`config.mk`:
```
export PLATFORM = sky130hd
export DESIGN_NAME = memory_reader
export DESIGN_NICKNAME = d
export VERILOG_FILES = /design/src/rtl/memory_reader.sv
export SDC_FILE = /design/constraint.sdc
export NUM_CORES = 1
export LEC_CHECK = 0
export CAP_MARGIN = 10
export CELL_PAD_IN_SITES_DETAIL_PLACEMENT = 1
export CELL_PAD_IN_SITES_GLOBAL_PLACEMENT = 1
export CORE_MARGIN = 5
export CORE_UTILIZATION = 39
export DETAILED_ROUTE_END_ITERATION = 10
export PLACE_DENSITY_LB_ADDON = 0.1
export SLEW_MARGIN = 20
export SYNTH_ARGS = -nofsm -noshare
export SYNTH_HDL_FRONTEND = slang
export SYNTH_SLANG_ARGS = --single-unit
```
`constraint.sdc`:
```
create_clock -name clock -period 6.9 [get_ports clock]
set_clock_uncertainty 0.15 [all_clocks]
set_input_delay 1.035 -clock clock [delete_from_list [all_inputs] [get_ports clock]]
set_output_delay 1.035 -clock clock [all_outputs]
set_load 0.03 [all_outputs]
```
`src/rtl/memory_reader.sv`:
```
// Purpose : streams a contiguous, wrapping address range out of a registered-address
//           read memory onto a valid/ready word stream.
// Latency : first word valid two cycles after start; then one word per clock.
// Backpressure: the memory address is re-presented while the output is stalled, so
//           the pending read word stays stable and no word is lost or duplicated.
//
// Ports:
//   clock, reset_n        single clock, asynchronous active-low reset
//   start/base_addr/count command, sampled only while idle (count 0..2^ADDR_WIDTH)
//   busy, done            busy while streaming; one-cycle done pulse at completion
//   mem_addr, mem_data    memory read port (data returns one cycle after address)
//   out_data/out_valid/out_ready  registered output stream
module memory_reader #(
    parameter int DATA_WIDTH = 12,
    parameter int ADDR_WIDTH = 6
) (
    input  logic                  clock,
    input  logic                  reset_n,
    input  logic                  start,
    input  logic [ADDR_WIDTH-1:0] base_addr,
    input  logic [ADDR_WIDTH:0]   count,
    output logic                  busy,
    output logic                  done,
    output logic [ADDR_WIDTH-1:0] mem_addr,
    input  logic [DATA_WIDTH-1:0] mem_data,
    output logic [DATA_WIDTH-1:0] out_data,
    output logic                  out_valid,
    input  logic                  out_ready
);

    typedef enum logic [1:0] {
        S_IDLE  = 2'd0,
        S_RUN   = 2'd1,
        S_DRAIN = 2'd2
    } state_t;

    localparam logic [ADDR_WIDTH-1:0] ADDR_ONE = {{(ADDR_WIDTH-1){1'b0}}, 1'b1};
    localparam logic [ADDR_WIDTH:0]   LEFT_ONE = {{ADDR_WIDTH{1'b0}}, 1'b1};
    localparam logic [ADDR_WIDTH:0]   LEFT_ZERO = '0;

    state_t                  state_q, state_d;
    logic [ADDR_WIDTH-1:0]   ptr_q, ptr_d;        // address whose data is on mem_data in RUN
    logic [ADDR_WIDTH:0]     left_q, left_d;      // words still to fetch after the one at ptr
    logic [DATA_WIDTH-1:0]   out_data_q, out_data_d;
    logic                    out_valid_q, out_valid_d;
    logic                    done_q, done_d;
    logic [ADDR_WIDTH-1:0]   mem_addr_c;
    logic                    advance;

    always_ff @(posedge clock or negedge reset_n) begin
        if (!reset_n) begin
            state_q     <= S_IDLE;
            ptr_q       <= '0;
            left_q      <= '0;
            out_data_q  <= '0;
            out_valid_q <= 1'b0;
            done_q      <= 1'b0;
        end else begin
            state_q     <= state_d;
            ptr_q       <= ptr_d;
            left_q      <= left_d;
            out_data_q  <= out_data_d;
            out_valid_q <= out_valid_d;
            done_q      <= done_d;
        end
    end

    always_comb begin
        state_d     = state_q;
        ptr_d       = ptr_q;
        left_d      = left_q;
        out_data_d  = out_data_q;
        out_valid_d = out_valid_q;
        done_d      = 1'b0;
        mem_addr_c  = ptr_q;
        // The output register may take a new word when empty or being drained this cycle.
        advance     = !out_valid_q || out_ready;

        case (state_q)
            S_IDLE: begin
                // Presenting base_addr while idle means the memory already holds
                // ram[base_addr] on the first RUN cycle.
                mem_addr_c = base_addr;
                if (start) begin
                    if (count != LEFT_ZERO) begin
                        ptr_d   = base_addr;
                        left_d  = count - LEFT_ONE;
                        state_d = S_RUN;
                    end else begin
                        done_d = 1'b1;
                    end
                end
            end
            S_RUN: begin
                if (advance) begin
                    out_data_d  = mem_data;
                    out_valid_d = 1'b1;
                    mem_addr_c  = ptr_q + ADDR_ONE;
                    if (left_q == LEFT_ZERO) begin
                        state_d = S_DRAIN;
                    end else begin
                        ptr_d  = ptr_q + ADDR_ONE;
                        left_d = left_q - LEFT_ONE;
                    end
                end
                // On a stall mem_addr stays at ptr, so mem_data keeps ram[ptr].
            end
            S_DRAIN: begin
                if (out_valid_q && out_ready) begin
                    out_valid_d = 1'b0;
                    done_d      = 1'b1;
                    state_d     = S_IDLE;
                end
            end
            default: begin
                state_d = S_IDLE;
            end
        endcase
    end

    assign busy      = (state_q != S_IDLE);
    assign done      = done_q;
    assign mem_addr  = mem_addr_c;
    assign out_data  = out_data_q;
    assign out_valid = out_valid_q;

endmodule

```
# Word level (Yosys, flattened, before mapping)
# Index checks and enable logic that the tools add are counted.
[word_totals]
ff_bits = 29
input_bits = 29
out_inout_bits = 21
elab_cells = 55
[classes]
addsub = 3
eq_ne = 8
muxes = 25
n_reduce_logical = 13
[ops]
columns = ["cell", "n"]
rows = [
  ["2-to-1 mux 6 bit", 5],
  ["2-to-1 mux 7 bit", 4],
  ["case mux 6 bit (2 select lines)", 2],
  ["case mux 7 bit (2 select lines)", 1],
  ["subtractor 7 x 1 -> 7 bit (second input constant)", 2],
  ["!= test 2 bit (second input constant)", 6],
  ["2-to-1 mux 2 bit", 5],
  ["AND reduction 5 bit", 2],
  ["zero test 7 bit", 1],
  ["nonzero test 7 bit", 1],
  ["adder 6 x 1 -> 6 bit (second input constant)", 1],
  ["case mux 2 bit (3 select lines)", 1],
  ["nonzero test 2 bit", 3],
  ["2-to-1 mux 1 bit", 5],
  ["case mux 1 bit (2 select lines)", 2],
  ["AND reduction 3 bit", 1],
  ["equality test 2 x 1 -> 1 bit (second input constant)", 1],
  ["equality test 2 bit (second input constant)", 1],
  ["zero test 2 bit", 1],
  ["AND reduction 2 bit", 1],
  ["logical AND 1 bit", 1],
  ["zero test 1 bit", 1],
  ["logical OR 1 bit", 1],
]

# Longest topological paths before layout
# Gate-level depths: netlist (run 1).
[logic_depth]
ltp_word = 4
mapped_depth = 10
depth_no_buf = 7

# Least setup slack after synthesis (run 1)
# OpenSTA, ideal clock, no wires.
[synth_path]
path_kind = "input to output"
startpoint = "input port out_ready"
endpoint = "output port mem_addr[5]"
arrival_time_ps = 2077
required_ps = 5715
slack_ps = 3638
cell_stages = 5
n_path_buf = 1
path_cell_list = "nand2b_1 -> nand2_1 -> buf_2 -> a21oi_1 -> a211o_1"
[synth_between]
elab_chain_cells = 3
[synth_lines]
columns = ["item", "line_no", "source"]
rows = [
  ["start: declaration", "28", "input logic out_ready"],
  ["logical OR 1 bit", "77", "advance = !out_valid_q || out_ready;"],
  ["2-to-1 mux 6 bit", "95", "if (advance) begin"],
  ["case mux 6 bit (2 select lines)", "79", "case (state_q)"],
  ["end: declaration", "24", "output logic [ADDR_WIDTH-1:0] mem_addr,"],
]
# Every way passes these cells.

# Worst setup path in the final report (run 1)
# Same ends and word-level chain as after synthesis.

==> impl_results.md, run 1 <==
- Placed cell area: 2430 um^2
- Comb pwr share: 49.1%
- Number of inserted diodes: 0
- RSZ-0062 raised after global routing: false
- Top delay family on crit path: buffers and inverters
- Reg-to-reg endpoint: left_q[6]$_DFFE_PN0P_
- Hold Buf Count CTS: 0
- Worst slew margin: 50.2%
- CTS sink cnt: 29
- Seq pwr share: 31.7%
- DR iter-0 viols: 65
- Yosys cell types: 56
- Worst setup SP type: input pin
- Mapped cell area: ~1900 um^2
- CTS root buf: clkbuf_8
- CTS resizes: 0
- CP max stage delay: about 0.66 ns
- Slowest CP cell: clkdlybuf4s50_1
- Most frequent cell after synthesis: dfrtp_1
- Primary FF master, synth: dfrtp_1
- Tot GR Track Use: 18.7%
- Largest net degree at the start of global routing: 30
- Worst hold slack: 0.354 ns
- Crit path time final: ~4.5 ns
- Starting density of the core: 40.2%
- Worst-Margin Slew: 0.748 ns
- Largest area contributor in the netlist: dfrtp_1
- Post-synth net total: 223
- Die Y: between 70 and 80 um
- Synth top area share: 38.0%
- # Post-CTS Setup Buffers: 0
- Slew Limit Fails: 0
- Clk pwr share: between 10% and 20%
- Setup violators final: 0
- PD cells: 374 nW/um^2
- Worst skew pair latency: 0.28 ns
- Setup TNS: 0 ns
- Worst hold stages: 1
- Top-level I/O count: 50
- NetSw: 391 uW
- Vias in the first global route: 1919
- Peak VDD IR: 0.185 mV
- Internal cell power: 560 uW
- CTS tree: done
- Placer Congestion: ~0.83
- Post-synth top cells: dfrtp_1, a21oi_1, mux2_2, nand2_1, nor2_1
- Die area: 6400 um^2
- Status: completed
- Nets: 271
- Pwr Total: 951 uW
- WL per Instance: 18.5 um
- Min-Delay Startpoint: out_data[6]$_DFFE_PN0P_
- CP required: 5.71 ns
- Mean Syn Cell Area: between 9 and 10 um^2
- Cell Chain, Critical Path: clkdlybuf4s50_1 -> nand2b_1 -> nand2_1 -> a21oi_1 -> a211o_1 -> clkdlybuf4s50_1
- First-pass GRT wire length: 9410 um
- Layout area overhead: 33.3%
- FF-to-FF setup slack: 3.86 ns
- Max Freq: 222 MHz
- Part of the Yosys area used for sequential elements: 38.0%
- Sw Share: roughly 41%
- Vias: 1788
- Worst Setup End Kind: output pin
- Core Rows: 25
- Async set-reset flop share out of synthesis: 100%
- Static leakage: slightly below 0.001 uW
- Cells after Synth: 192
- Worst Path Buf+Inv: 2
- Final WL: 5700 um
- Reg2Reg Depth: 8
- Flops & latches, synth: 29
- IO buf count: 49
- Number of H-tree levels: 2
- GRT overflow: 0
- Chip width: 80.0 um
- Worst EP arrival: 3.33 ns
- Share of cells above drive strength 1: 14.9%
- Max FO, Critical Path: 14
- # DRC: 0
- Final Instance Area: between 2000 and 3000 um^2
- Number of synthesized flops with an enable pin: 0
- Clock slew at reported path FFs: 0.06 ns
- Synthesis Warnings: 0
- Maxcap violations: 0
- Initial antenna violation count: 0
- DP HPWL: 4190 um
- WHS Endpoint: out_data[6]$_DFFE_PN0P_
- TritonCTS buffer count: 5
- RR Startpoint: state_q[0]$_DFFE_PN0P_
- Most frequent cell on the critical path: clkdlybuf4s50_1
- Synth area leaders: dfrtp_1, mux2_2, a21oi_1
- Post-DR vias/cell: 5.81
- Fin crit share: 65.4%
- Final Hold Fails: 0
- Core area: around 4800 um^2
- Hold Crit Class: reg2reg
- Worst setup path category: in2out
- Drt pass-1 iters: 4
- Post-DRT Antenna Nets: 0
- Clock buffer depth: 2
==> registers in the layout, summed over array words and instances (netlist names) <==
register   flops
ptr_q          6
done           1
left_q         7
out_data      12
out_valid      1
state_q        2
==> power groups by stage <==
stage | Clock, uW | Combinational [uW] | Sequential, uW
2_1_floorplan | 0 | 304 | 303
5_1_grt | 195 | 507 | 311
4_1_cts | 189 | 470 | 301
3_5_place_dp | 0 | 465 | 303
3_3_place_gp | 0 | 452 | 299
6_report | 183 | 467 | 302
==> metrics by stage <==
step | std cells | worst slack, ns | utilization, %
floorplan | 192 | 3.64 | -
global placement | 300 | 2.47 | 51.1
detailed placement | 300 | 2.35 | 51.1
CTS | 308 | 2.34 | 53.6
global route | 308 | 2.21 | 53.6
finish | 308 | 2.39 | 53.6
==> routing by layer <==
metal	track usage, %	vias to the layer above	share of wire [%]	routed length, um
li1	-	840	-	-
met1	24.0	888	44	2520
met2	31.8	54	50	2860
met3	4.40	6	4.8	275
met4	4.05	0	0.74	42
met5	0	-	0	0
==> worst max-delay path by stage <==
stage / start / endpoint / slack [ns] / cells past startpoint
2_1_floorplan: out_ready / mem_addr[5] / 3.64 / 5
3_3_place_gp: out_ready / mem_addr[5] / 2.47 / 6
3_5_place_dp: out_ready / mem_addr[5] / 2.35 / 6
4_1_cts: out_ready / mem_addr[5] / 2.34 / 6
5_1_grt: out_ready / mem_addr[5] / 2.21 / 6
6_report: out_ready / mem_addr[5] / 2.39 / 6
==> final cells by class <==
type                       instances  area (um^2)
clock inverter                     1         30.0
fill                             529         2210
multi-input combinational        146         1090
timing repair buffer              51          505
inverter                           7         26.3
clock buffer                       7         86.3
sequential                        29          726
tap                               67         83.8
==> cells by family (layout without fill, tap and decap cells) <==
kind of cell    count (synthesis)  after routing  share of synthesized area [%]
buf+inv                        17             66                           4.98
compound gates                 62             62                           23.6
fa+ha+maj                       2              2                           1.31
mux                            19             19                           11.6
xor+xnor                        2              2                          0.917
flops                          29             29                           38.0
simple gates                   61             61                           19.6
==> placed cells by master, fill, tap and decap left out, types with 4 or more instances in the layout <==
master	instances
nand2_1	10
nand3_1	8
o22ai_1	4
clkdlybuf4s50_1	49
a2111oi_0	5
clkbuf_8	6
nor2_1	10
inv_1	7
nor3_1	6
o22a_1	7
a21oi_1	14
dfrtp_1	29
o21ai_0	7
nor3b_1	4
a31oi_1	5
mux2_2	13
No activity file was read; power rests on OpenSTA's default activity.
==> inputs of run 2 (changes only) <==
- CORE_UTILIZATION: 39 -> 37
- clock period: 6.9 -> 4.3 ns (I/O delays scaled with it)
==> run 2 against run 1 <==
Non-clock buffer count up 1; critical endpoint unchanged; sequential power up 61%; global-route usage down 0.21 points; largest cell class unchanged.
==> impl_results.md, run 2 (synthesis results as in run 1) <==
- Slew Limit Fails: 0 (unchanged)
- Initial antenna violation count: 0 (unchanged)
- CTS root buf: clkbuf_8
- IO buf count: 49 (unchanged)
- # Post-CTS Setup Buffers: 0 (unchanged)
- Reg2Reg Depth: 8 (unchanged)
- Number of inserted diodes: 0 (unchanged)
- Final Instance Area: 2540 um^2 (-0.25%)
- Clock buffer depth: 2 (unchanged)
- Tot GR Track Use: 18.5% (-0.21 points)
- Clk pwr share: 18.2% (-1.0 points)
- Clock slew at reported path FFs: 0.07 ns (about the same)
- Nets: 272 (+0.37%)
- GRT overflow: 0 (unchanged)
- CTS resizes: 0 (unchanged)
- Worst-Margin Slew: 0.707 ns (-0.0403 ns)
- Hold Buf Count CTS: 0 (unchanged)
- Share of cells above drive strength 1: 15.8% (+0.83 points)
- Placer Congestion: 0.830 (-0.13%)
- First-pass GRT wire length: 9440 um (+0.30%)
- Starting density of the core: 37.6% (-2.5 points)
- Crit path time final: about 3.6 ns
- Vias: 1748 (-2.2%)
- Post-DRT Antenna Nets: 0 (unchanged)
- Die Y: 81.9 um (+2.3%)
- Fin crit share: 82.6%
- CTS sink cnt: 29 (unchanged)
- WL per Instance: 18.0 um (-2.5%)
- Final Hold Fails: 0 (unchanged)
- Max Freq: approximately 280 MHz
- CP required: 3.50 ns (-2.21 ns)
- DR iter-0 viols: 82 (+26%)
- Max reg flops: 12 (unchanged)
- Setup violators final: 0 (unchanged)
- Worst Setup End Kind: output pin
- Worst EP arrival: 2.76 ns (-0.57 ns)
- Hold Crit Class: in2async
- NetSw: 627 uW (+60%)
- Most frequent cells in the layout: clkdlybuf4s50_1, dfrtp_1, a21oi_1
- Core Rows: 26 (+4.0%)
- Chip width: 81.9 um (+2.3%)
- Drt pass-1 iters: 4 (unchanged)
- Maxcap violations: 0 (unchanged)
- Post-DR vias/cell: 5.62 (-3.2%)
- CTS tree: done
- PD cells: 593 nW/um^2 (+59%)
- DP HPWL: 4220 um (+0.79%)
- Peak VDD IR: 0.277 mV (+50%)
- Seq pwr share: 32.2% (+0.5 points)
- Worst skew pair latency: 0.28 ns (about the same)
- Static leakage: 0.000984 uW (about the same)
- # DRC: 0 (unchanged)
- Setup TNS: 0 ns (unchanged)
- Die area: 6700 um^2 (+4.7%)
- RSZ-0062 raised after global routing: false
- Slowest CP cell: clkdlybuf4s50_1
- TritonCTS buffer count: 5 (unchanged)
- Core area: 5070 um^2 (+6.7%)
- Comb pwr share: 49.5% (+0.4 points)
- Worst setup SP type: input pin
- Cell Chain, Critical Path: clkdlybuf4s50_1 -> and2b_2 -> a21oi_1 -> nor2b_1 -> a211o_1 -> clkdlybuf4s50_1
- Max FO, Critical Path: 6 (-8)
- Most frequent cell on the critical path: clkdlybuf4s50_1
- Layout area overhead: 33.0%
- Worst slew margin: 52.8% (+2.7 points)
- Worst setup path category: in2out
- Top-level I/O count: 50 (unchanged)
- Sw Share: 41.6% (+0.50 points)
- Most common cell after layout, fill and taps aside: clkdlybuf4s50_1
- Worst hold slack: 0.193 ns (-0.161 ns)
- Internal cell power: 880 uW (+57%)
- Filler cells: 571 (+7.9%)
- Final WL: 5610 um (-1.6%)
- Number of H-tree levels: 2 (unchanged)
- Vias in the first global route: 1878 (-2.1%)
- Largest net degree at the start of global routing: 24 (-20%)
- Placed cell area: 2440 um^2 (+0.46%)
- Status: completed
- CP max stage delay: 0.59 ns (-0.07 ns)
==> run 2: cell types whose count changed in the layout (fill, tap and decap cells not counted) <==
cell | previous run | this run
clkbuf_8 | 6 | 5
buf_2 | 0 | 1
clkbuf_1 | 1 | 0
buf_4 | 2 | 3
clkdlybuf4s50_1 | 49 | 48
clkinv_2 | 0 | 1
==> run 2: critical path, delay by kind of cell <==
kind | cells | cell delay, ns
buffers and inverters | 2 | 1.13
and+or+nand+nor | 2 | 0.38
AOI/OAI and AO/OA | 2 | 0.60
==> run 2: per-stage QoR <==
step / setup slack (ns) / util (%) / total power [uW] / std cells
after floorplan: 1.82 / - / 974 / 192
after global placement: 0.762 / 48.1 / 1210 / 304
after detailed placement: 0.749 / 48.1 / 1240 / 304
after CTS: 0.744 / 50.2 / 1520 / 311
after global routing: 0.631 / 50.1 / 1610 / 311
final: 0.750 / 50.1 / 1510 / 311
==> run 2: cell type report <==
| cell class | count | area (um^2) | share of cell area, % |
|---|---|---|---|
| Multi-Input combinational cell | 146 | 1090 | 42.9 |
| Timing Repair Buffer | 52 | 508 | 20.0 |
| Sequential cell | 29 | 726 | 28.6 |
| Clock inverter | 2 | 35.0 | 1.38 |
| Tap cell | 70 | 87.6 | 3.45 |
| Clock buffer | 5 | 68.8 | 2.71 |
| Inverter | 7 | 26.3 | 1.03 |
==> run 2: power groups by stage <==
stage	combinational (uW)	clock, uW	sequential [uW]
CTS	755	284	484
detailed placement	751	0	487
finish	746	275	485
global placement	730	0	482
floorplan	488	0	486
global route	812	294	502
==> run 2: routing by layer <==
metal / routed length (um) / vias to the layer above / global-route usage, %
met5: 0 / - / 0
met4: 63 / 0 / 4.65
met3: 319 / 7 / 6.25
met2: 2750 / 35 / 30.5
met1: 2480 / 870 / 23.1
li1: - / 836 / -
==> run 2: path summary, 6_finish.rpt <==
path / start / to / slack [ns]
setup reg to reg: state_q[0]$_DFFE_PN0P_ / left_q[6]$_DFFE_PN0P_ / 1.39
hold / removal: reset_n / ptr_q[0]$_DFFE_PN0P_ / 0.19
max in group asynchronous: reset_n / ptr_q[2]$_DFFE_PN0P_ / 3.28
hold reg to reg: out_data[1]$_DFFE_PN0P_ / out_data[1]$_DFFE_PN0P_ / 0.36
setup / recovery: out_ready / mem_addr[5] / 0.75
min in group clock: out_data[1]$_DFFE_PN0P_ / out_data[1]$_DFFE_PN0P_ / 0.36
